## src/rtl/fetch_pkg.sv

```systemverilog
// Shared constants and types for the instruction-fetch stage.
package fetch_pkg;

  localparam int FETCH_AWIDTH = 32;
  localparam int FETCH_DWIDTH = 32;

  localparam logic [FETCH_AWIDTH-1:0] IMEM_BASE_ADDR = 32'h0000_1000;
  localparam logic [FETCH_DWIDTH-1:0] INSN_NOP       = 32'h0000_0013;

  // One buffered instruction together with the address it was fetched from.
  typedef struct packed {
    logic [FETCH_AWIDTH-1:0] pc;
    logic [FETCH_DWIDTH-1:0] insn;
  } fetch_entry_t;

endpackage

```

## src/rtl/fetch_fifo.sv

```systemverilog
// Small circular queue of fetch entries between instruction memory and decode.
// Pointers wrap explicitly at DEPTH so non-power-of-2 depths work.
module fetch_fifo
  import fetch_pkg::*;
#(
  parameter int DEPTH = 2,
  parameter int CW    = $clog2(DEPTH + 1)
) (
  input  logic          clk,
  input  logic          rst,
  input  logic          push,
  input  fetch_entry_t  push_data,
  input  logic          pop,
  input  logic          flush,
  output fetch_entry_t  head,
  output logic [CW-1:0] count,
  output logic          empty,
  output logic          full
);

  localparam int PW = (DEPTH > 1) ? $clog2(DEPTH) : 1;

  fetch_entry_t   mem [DEPTH];
  logic [PW-1:0]  wr_ptr;
  logic [PW-1:0]  rd_ptr;
  logic           do_push;
  logic           do_pop;

  function automatic logic [PW-1:0] next_ptr(input logic [PW-1:0] p);
    return (p == PW'(DEPTH - 1)) ? '0 : p + 1'b1;
  endfunction

  assign empty   = (count == '0);
  assign full    = (count == CW'(DEPTH));
  // A full queue may still take a push when the head leaves in the same cycle.
  assign do_push = push && (!full || pop);
  assign do_pop  = pop && !empty;
  assign head    = mem[rd_ptr];

  // Pointer and occupancy bookkeeping; flush empties the queue in one cycle.
  always_ff @(posedge clk or negedge rst) begin
    if (!rst) begin
      wr_ptr <= '0;
      rd_ptr <= '0;
      count  <= '0;
    end else if (flush) begin
      wr_ptr <= '0;
      rd_ptr <= '0;
      count  <= '0;
    end else begin
      if (do_push) wr_ptr <= next_ptr(wr_ptr);
      if (do_pop)  rd_ptr <= next_ptr(rd_ptr);
      count <= count + CW'(do_push) - CW'(do_pop);
    end
  end

  // Entry storage; contents are only observed while count says they are live.
  always_ff @(posedge clk) begin
    if (do_push && !flush) mem[wr_ptr] <= push_data;
  end

endmodule

```

## src/rtl/fetch.sv

```systemverilog
// Instruction-fetch stage: issues word-aligned requests under a credit limit,
// queues in-order responses, and discards stale responses after a redirect.
module fetch
  import fetch_pkg::*;
#(
  parameter int DWIDTH = FETCH_DWIDTH,
  parameter int AWIDTH = FETCH_AWIDTH,
  parameter int DEPTH  = 2
) (
  input  logic              clk,
  input  logic              rst,
  output logic              imem_req_valid_o,
  input  logic              imem_req_ready_i,
  output logic [AWIDTH-1:0] imem_req_addr_o,
  input  logic              imem_rsp_valid_i,
  input  logic [DWIDTH-1:0] imem_rsp_data_i,
  input  logic              redirect_i,
  input  logic [AWIDTH-1:0] redirect_pc_i,
  input  logic              stall_i,
  output logic              valid_o,
  output logic [AWIDTH-1:0] pc_o,
  output logic [DWIDTH-1:0] insn_o
);

  localparam int          CW      = $clog2(DEPTH + 1);
  localparam logic [CW:0] DEPTH_W = (CW + 1)'(DEPTH);

  logic [AWIDTH-1:0] fetch_pc;
  logic [AWIDTH-1:0] rsp_pc;
  logic [AWIDTH-1:0] pc_hold;
  logic [AWIDTH-1:0] target_pc;
  logic [CW-1:0]     inflight;
  logic [CW-1:0]     drop;
  logic [CW-1:0]     count;
  logic              empty;
  logic              full;
  logic              credit_ok;
  logic              accept;
  logic              rsp_live;
  logic              push;
  logic              pop;
  fetch_entry_t      head;
  fetch_entry_t      push_data;

  // Outstanding requests plus buffered entries never exceed the queue depth,
  // so every response always has a slot waiting for it.
  assign credit_ok        = ({1'b0, inflight} + {1'b0, count}) < DEPTH_W;
  assign imem_req_valid_o = rst && !redirect_i && credit_ok;
  assign imem_req_addr_o  = fetch_pc;
  assign accept           = imem_req_valid_o && imem_req_ready_i;

  // Responses with nothing outstanding are ignored rather than corrupting counters.
  assign rsp_live  = imem_rsp_valid_i && (inflight != '0);
  assign push      = rsp_live && (drop == '0) && !redirect_i;
  assign pop       = valid_o && !stall_i && !redirect_i;
  assign target_pc = {redirect_pc_i[AWIDTH-1:2], 2'b00};
  assign push_data = '{pc: rsp_pc, insn: imem_rsp_data_i};

  assign valid_o = !empty;
  assign pc_o    = empty ? pc_hold : head.pc;
  assign insn_o  = empty ? INSN_NOP : head.insn;

  fetch_fifo #(.DEPTH(DEPTH), .CW(CW)) u_fifo (
    .clk       (clk),
    .rst       (rst),
    .push      (push),
    .push_data (push_data),
    .pop       (pop),
    .flush     (redirect_i),
    .head      (head),
    .count     (count),
    .empty     (empty),
    .full      (full)
  );

  // Fetch/response address tracking, outstanding-request and stale-drop counters.
  always_ff @(posedge clk or negedge rst) begin
    if (!rst) begin
      fetch_pc <= AWIDTH'(IMEM_BASE_ADDR);
      rsp_pc   <= AWIDTH'(IMEM_BASE_ADDR);
      pc_hold  <= AWIDTH'(IMEM_BASE_ADDR);
      inflight <= '0;
      drop     <= '0;
    end else begin
      inflight <= inflight + CW'(accept) - CW'(rsp_live);
      if (redirect_i) begin
        fetch_pc <= target_pc;
        rsp_pc   <= target_pc;
        // Everything still outstanding belongs to the old path.
        drop     <= inflight - CW'(rsp_live);
      end else begin
        if (accept)                  fetch_pc <= fetch_pc + AWIDTH'(4);
        if (push)                    rsp_pc   <= rsp_pc + AWIDTH'(4);
        if (rsp_live && drop != '0)  drop     <= drop - 1'b1;
      end
      if (!empty) pc_hold <= head.pc;
    end
  end

  a_rsp_without_request: assert property (
    @(posedge clk) disable iff (!rst) !(imem_rsp_valid_i && inflight == '0));

  a_no_overflow: assert property (
    @(posedge clk) disable iff (!rst) !(push && full && !pop));

endmodule
```

## config.mk

```make
export PLATFORM = sky130hd
export DESIGN_NAME = fetch
export DESIGN_NICKNAME = d
export VERILOG_FILES = /design/src/rtl/fetch_pkg.sv /design/src/rtl/fetch_fifo.sv /design/src/rtl/fetch.sv
export SDC_FILE = /design/constraint.sdc
export NUM_CORES = 1
export LEC_CHECK = 0
export ABC_AREA = 0
export BUFFER_PORTS_ARGS = -buffer_cell sky130_fd_sc_hd__buf_2
export CORE_MARGIN = 2
export CORE_UTILIZATION = 40
export CTS_CLUSTER_SIZE = 28
export DETAILED_ROUTE_END_ITERATION = 10
export HOLD_SLACK_MARGIN = 0.1
export PLACE_DENSITY = 0.56
export SLEW_MARGIN = 20
export SYNTH_ARGS = -nofsm -noshare
export SYNTH_HDL_FRONTEND = slang
export SYNTH_SLANG_ARGS = --single-unit
```

## constraint.sdc

```tcl
create_clock -name clk -period 11.2 [get_ports clk]
set_input_delay 1.68 -clock clk [delete_from_list [all_inputs] [get_ports clk]]
set_output_delay 1.68 -clock clk [all_outputs]
set_load 0.01 [all_outputs]
```

# Word level (Yosys, flattened, before mapping)
# Memory sizes are Yosys's and may differ from the RTL's.
# Index checks and enable logic that the tools add are counted.
dict set report totals {
  register_bits 104
  ram_bits 128
  n_memories 1
}
# memory depth word_bits rd rd_clocked_by_memory_dff write_ports line
set memory_table {}
lappend memory_table {u_fifo.mem 2 64 1 0 1 fetch_fifo.sv:23} ;# fetch_entry_t mem [DEPTH];
dict set report classes {
  add_sub_neg 11
  order_cmp 1
  n_eq_ne 1
  n_mux 17
  n_reduce_logical 26
}
# operator n
set op_table {}
lappend op_table {{2-to-1 mux 32 bit} 6}
lappend op_table {{adder 32 x 3 -> 32 bit, second input constant} 2}
lappend op_table {{nonzero test 2 bit} 7}
lappend op_table {{logical AND 1 bit} 12}
lappend op_table {{2-to-1 mux 1 bit} 8}
lappend op_table {{2-to-1 mux 2 bit} 3}
lappend op_table {{subtractor 2 x 1 -> 2 bit} 3}
lappend op_table {{adder 2 x 1 -> 2 bit} 2}
lappend op_table {{logical NOT 1 bit} 4}
lappend op_table {{logical NOT 2 bit} 2}
lappend op_table {{adder 2 x 2 -> 3 bit} 1}
lappend op_table {{less-than comparator 3 x 2 -> 1 bit, second input constant} 1}
lappend op_table {{adder 1 bit, second input constant} 2}
lappend op_table {{== test 2 bit, second input constant} 1}
lappend op_table {{subtractor 2 x 1 -> 2 bit, second input constant} 1}
lappend op_table {{logical OR 1 bit} 1}

# Longest topological paths before layout
dict set report logic_depth {
  ltp_word 9
  mapped_depth 13
  mapped_depth_nobuf 11
}

# By module
# A second synthesis with hierarchy kept.
dict set report hier_totals {
  hier_cells 796
  hier_area_um2 10617.7
}
# mod n_inst cells_each area_each_um2 seq_area_each_um2
set modules_own_cells {}
lappend modules_own_cells {fetch 1 574 5546.6 2406.1}
lappend modules_own_cells {fetch_fifo 1 222 5071.1 3943.8}

# Worst setup path before layout
# Ideal clock, no wire load.
dict set report synth_timing {
  kind {input-to-reg}
  start {input port imem_rsp_valid_i}
  end {register u_fifo.wr_ptr}
  setup_ns 0.111
  t_arrival_ns 8.532
  slack_ns 2.557
  stages 5
  n_path_buf 0
  path_cell_list {o21ai_0 inv_1 nand2_1 nor4_1 o21bai_1}
}
dict set report synth_via {
  elab_chain_len 5
}
# item line
set synth_lines {}
lappend synth_lines {{start, declared} fetch.sv:15} ;# input logic imem_rsp_valid_i,
lappend synth_lines {{logical AND 1 bit} fetch.sv:53} ;# assign rsp_live = imem_rsp_valid_i && (inflight != '0);
lappend synth_lines {{logical AND 1 bit (2 in a row)} fetch.sv:54} ;# assign push = rsp_live && (drop == '0) && !redirect_i;
lappend synth_lines {{logical AND 1 bit} fetch_fifo.sv:36} ;# assign do_push = push && (!full || pop);
lappend synth_lines {{nonzero test 2 bit (no source line)} --}
lappend synth_lines {{end signal, assigned} fetch_fifo.sv:51} ;# if (do_push) wr_ptr <= next_ptr(wr_ptr);
lappend synth_lines {{end, declared} fetch_fifo.sv:24} ;# logic [PW-1:0] wr_ptr;
# Every way passes these cells.
# A chain may end at the register's enable or synchronous reset.

# Worst setup path after layout
dict set report layout_timing {
  start {input port redirect_i}
  end {output port imem_req_valid_o}
}
dict set report layout_via {
  elab_chain_len 3
}
# item line
set layout_lines {}
lappend layout_lines {{start, declared} fetch.sv:17} ;# input logic redirect_i,
lappend layout_lines {{logical NOT 1 bit} fetch.sv:48} ;# assign imem_req_valid_o = rst && !redirect_i && credit_ok;
lappend layout_lines {{logical AND 1 bit (2 in a row)} fetch.sv:48}
lappend layout_lines {{end, declared} fetch.sv:12} ;# output logic imem_req_valid_o,
# Every way passes these cells.

==> summary.md <==
| Metric | Value |
|---|---|
| Mapped Area | `9500 sq um` |
| Core footprint | `23400 sq um` |
| Global-route wire length before repair | `34400 um` |
| Simple-gate area share of the yosys netlist | `13.0%` |
| Pwr dens | `199 nW/um^2` |
| Top cell type's share of synthesized area | `39.2%` |
| Chip height | `158 um` |
| Clk Latency, worst-skew pair | `0.51 ns` |
| Worst Path Arrival | `3.00 ns` |
| Hold_buf cts | `0` |
| 1st-pass router iterations | `5` |
| Period utilization | `41.8%` |
| Critical R2R Launch | `u_fifo.count[0]` |
| Area growth, synth to finish | `20.3%` |
| Placement row count | `56` |
| Fmax | `213 MHz` |
| Avg Cell Area, Syn | `12.3 sq um` |
| YS warnings | `0` |
| Top cells by area, synth | `edfxtp_1 39%, dfrtp_1 26%, mux2i_1 6.6%` |
| CTS sink cnt | `224` |
| Register bit total from synthesis | `224` |
| Synth Area in Compound Gates | `7.66%` |
| RSZ-0062 raised after global routing | `false` |
| Die width | `158 um` |
| Die area | `25000 sq um` |
| Final GP Congestion | `0.831` |
| DRC violations left | `0` |
| EDFF count, synth | `124` |
| Post-synth top cells | `124 x edfxtp_1, 97 x dfrtp_1, 95 x nand2_1` |
| FF-to-FF setup slack | `7.44 ns` |
| Hpwl dp | `14000 um` |
| Worst Hold Depth | `1` |
| Setup TNS | `0 ns` |
| Via count | `6532` |
| Slew Limit Fails | `0` |
| Post-Synthesis Cells | `771` |
| Tmin final | `4.68 ns` |
| Hold Path Origin | `pc_hold[1]` |
| Req. time, crit path | `9.52 ns` |
| WL final | `21600 um` |
| Adder-cell share of the synthesized area | `1.26%` |
| WL/cell | `17.1 um` |
| Synth unique cells | `50` |
| N_diodes | `0` |
| Multi-input logic area | `3070 sq um` |
| Crit path max-delay family | `buffers and inverters` |
| Initial antenna violation count | `0` |
| Headroom to the max-slew limit | `33.5%` |
| Clock-pin slew on the worst setup and hold paths | `0.06 ns` |
| CP max stage cell | `nor4b_1` |
| Startpoint class of the critical path | `input port` |
| Critical path buffers and inverters | `3` |
| Largest family of logic cells by synthesized area | `simple AND/OR/NAND/NOR gates` |
| Setup-failing EPs final | `0` |
| Initial DRC Count | `426` |
| Finished Cell Area | `11400 sq um` |
| Hold EP | `pc_hold[1]` |
| VDD IR-drop max | `85.6 uV` |
| Final Hold Viols | `0` |
| Slowest stage delay, CP | `0.63 ns` |
| CTS root buf | `clkbuf_16` |
| Reg2reg end | `inflight[1]` |
| Port Buffers | `163` |
| Multiplexer share of the synthesized area | `6.99%` |
| CTS HTree Levels | `1` |
| Initial Util | `40.6%` |
| Final Core Density | `48.9%` |
| Vias per cell | `5.15` |
| Setup Crit Path Kind | `in -> out` |
| Most used flip-flop cell after synthesis | `edfxtp_1` |
| Post-synth top area cell | `edfxtp_1` |
| Sequential element share of the synthesized area | `65.6%` |
| Xor/xnor share of the synthesized area | `3.13%` |
| Crit-path cells | `buf_2, buf_4, nor4b_1, buf_2` |
| Tot GR Track Use | `17.4%` |
| Placed instance area | `10600 sq um` |
| Post-route ant nets | `0` |
| Setup Fix Bufs, Post-CTS | `0` |
| I/O Pins | `168` |
| Gates resized, CTS repair | `0` |
| CTS tree | `built` |
| Placed cells | `1223` |
| Most used cell, CP | `buf_2` |
| Layout cells sized above 1 | `24.2%` |
| Largest net degree at the start of global routing | `93` |
| Gr ovfl total | `0` |
| FF+latch area | `6230 sq um` |
| Layout Cells excl Fill | `1269` |
| Filler instances | `2177` |
| R2r worst-path depth | `11` |
| Final nets | `1011` |
| Worst Setup End Kind | `output pin` |
| Leakage | `4.44 nW` |
| Dominant cell by count in the synthesized netlist | `edfxtp_1` |
| Cts bufs inserted | `25` |
| Worst clock skew | `0.0103 ns` |
| Max-cap violations | `0` |
| Max Root-Sink Buffers | `3` |
| Worst-Margin Slew | `0.995 ns` |
| Min Hold Slack | `0.479 ns` |
| Hold Crit Class | `reg -> reg` |
| Critical Path Fanout Max | `68` |
| Fraction of registers with async set/reset | `44.6%` |
| Outcome | `finished clean` |
| Vias in the first global route | `6263` |
routing by layer:
metal	routed length (um)	part of all wire, %	track usage (%)	vias up
li1	-	-	-	3142
met1	10600	49	26.5	3159
met2	9210	43	26.0	214
met3	1630	7.5	3.70	17
met4	229	1.1	3.09	0
met5	0	0	0	-
layout by cell type (no fill, tap or decap), drive strengths merged, types with 2 or more instances in the layout:
master,count
nor2,58
ha,8
o21ai,71
dfstp,3
a21oi,7
clkbuf,32
conb,2
mux2,3
mux2i,63
nor4,12
nand4,23
o311ai,10
dfrtp,97
or4,4
o211ai,17
or3,4
inv,16
a31o,3
xor2,11
edfxtp,124
and2,6
nand2,95
and3,7
a41oi,2
a31oi,4
buf,171
or2,3
clkinv,12
nor2b,2
xnor2,23
nand3,31
nor3,13
nor4b,2
logic make-up after synthesis:
logic type,count (synthesis)
other cells,1
flops,224
fa+ha+maj,9
xor+xnor,34
buf+inv,55
simple gates,262
mux,66
compound gates,120
layout make-up:
| cell class | count | area share [%] |
|---|---|---|
| sequential | 224 | 54.5 |
| multi-input combinational | 493 | 26.8 |
| timing repair buffer | 171 | 7.86 |
| clock buffer | 32 | 5.96 |
| tap | 319 | 3.49 |
| clock inverter | 13 | 0.810 |
| inverter | 17 | 0.558 |
worst max path at each step:
| stage | start | to | slack [ns] | cells after the start |
|---|---|---|---|---|
| 6_report | redirect_i | imem_req_valid_o | 6.52 | 4 |
| 5_1_grt | redirect_i | imem_req_valid_o | 6.41 | 4 |
| 4_1_cts | redirect_i | imem_req_valid_o | 6.50 | 4 |
| 3_5_place_dp | redirect_i | inflight[1] | 6.29 | 10 |
| 3_3_place_gp | redirect_i | inflight[1] | 6.29 | 10 |
| 2_1_floorplan | imem_rsp_valid_i | u_fifo.wr_ptr | 2.56 | 5 |
state kept, by name, summed over array words and instances, names as in the netlist:
signal	count
u_fifo.count	2
drop	2
u_fifo.wr_ptr	1
pc_hold	32
inflight	2
imem_req_addr_o	30
u_fifo.mem	124
rsp_pc	30
u_fifo.rd_ptr	1
through the flow:
step / total power [mW] / worst slack, ns
5_1_grt: 2.42 / 6.41
3_3_place_gp: 1.52 / 6.29
4_1_cts: 2.31 / 6.50
2_1_floorplan: 1.33 / 2.56
3_5_place_dp: 1.53 / 6.29
6_report: 2.28 / 6.52
power breakdown:
group	leakage (nW)	internal, mW	switching [mW]
clock network	0.385	0.451	0.312
logic	1.72	0.174	0.280
registers	2.34	0.986	0.0737
worst reg2reg max path, delay by kind of cell, from the launching register on:
family | cells | cell delay [ns]
xor gates and xnor gates | 2 | 0.26
and+or+nand+nor | 3 | 1.32
buffers and inverters | 3 | 0.66
adders and majority gates | 3 | 1.02
DFF | 1 | 0.39
Note: power is estimated with default switching activity, not from simulation.
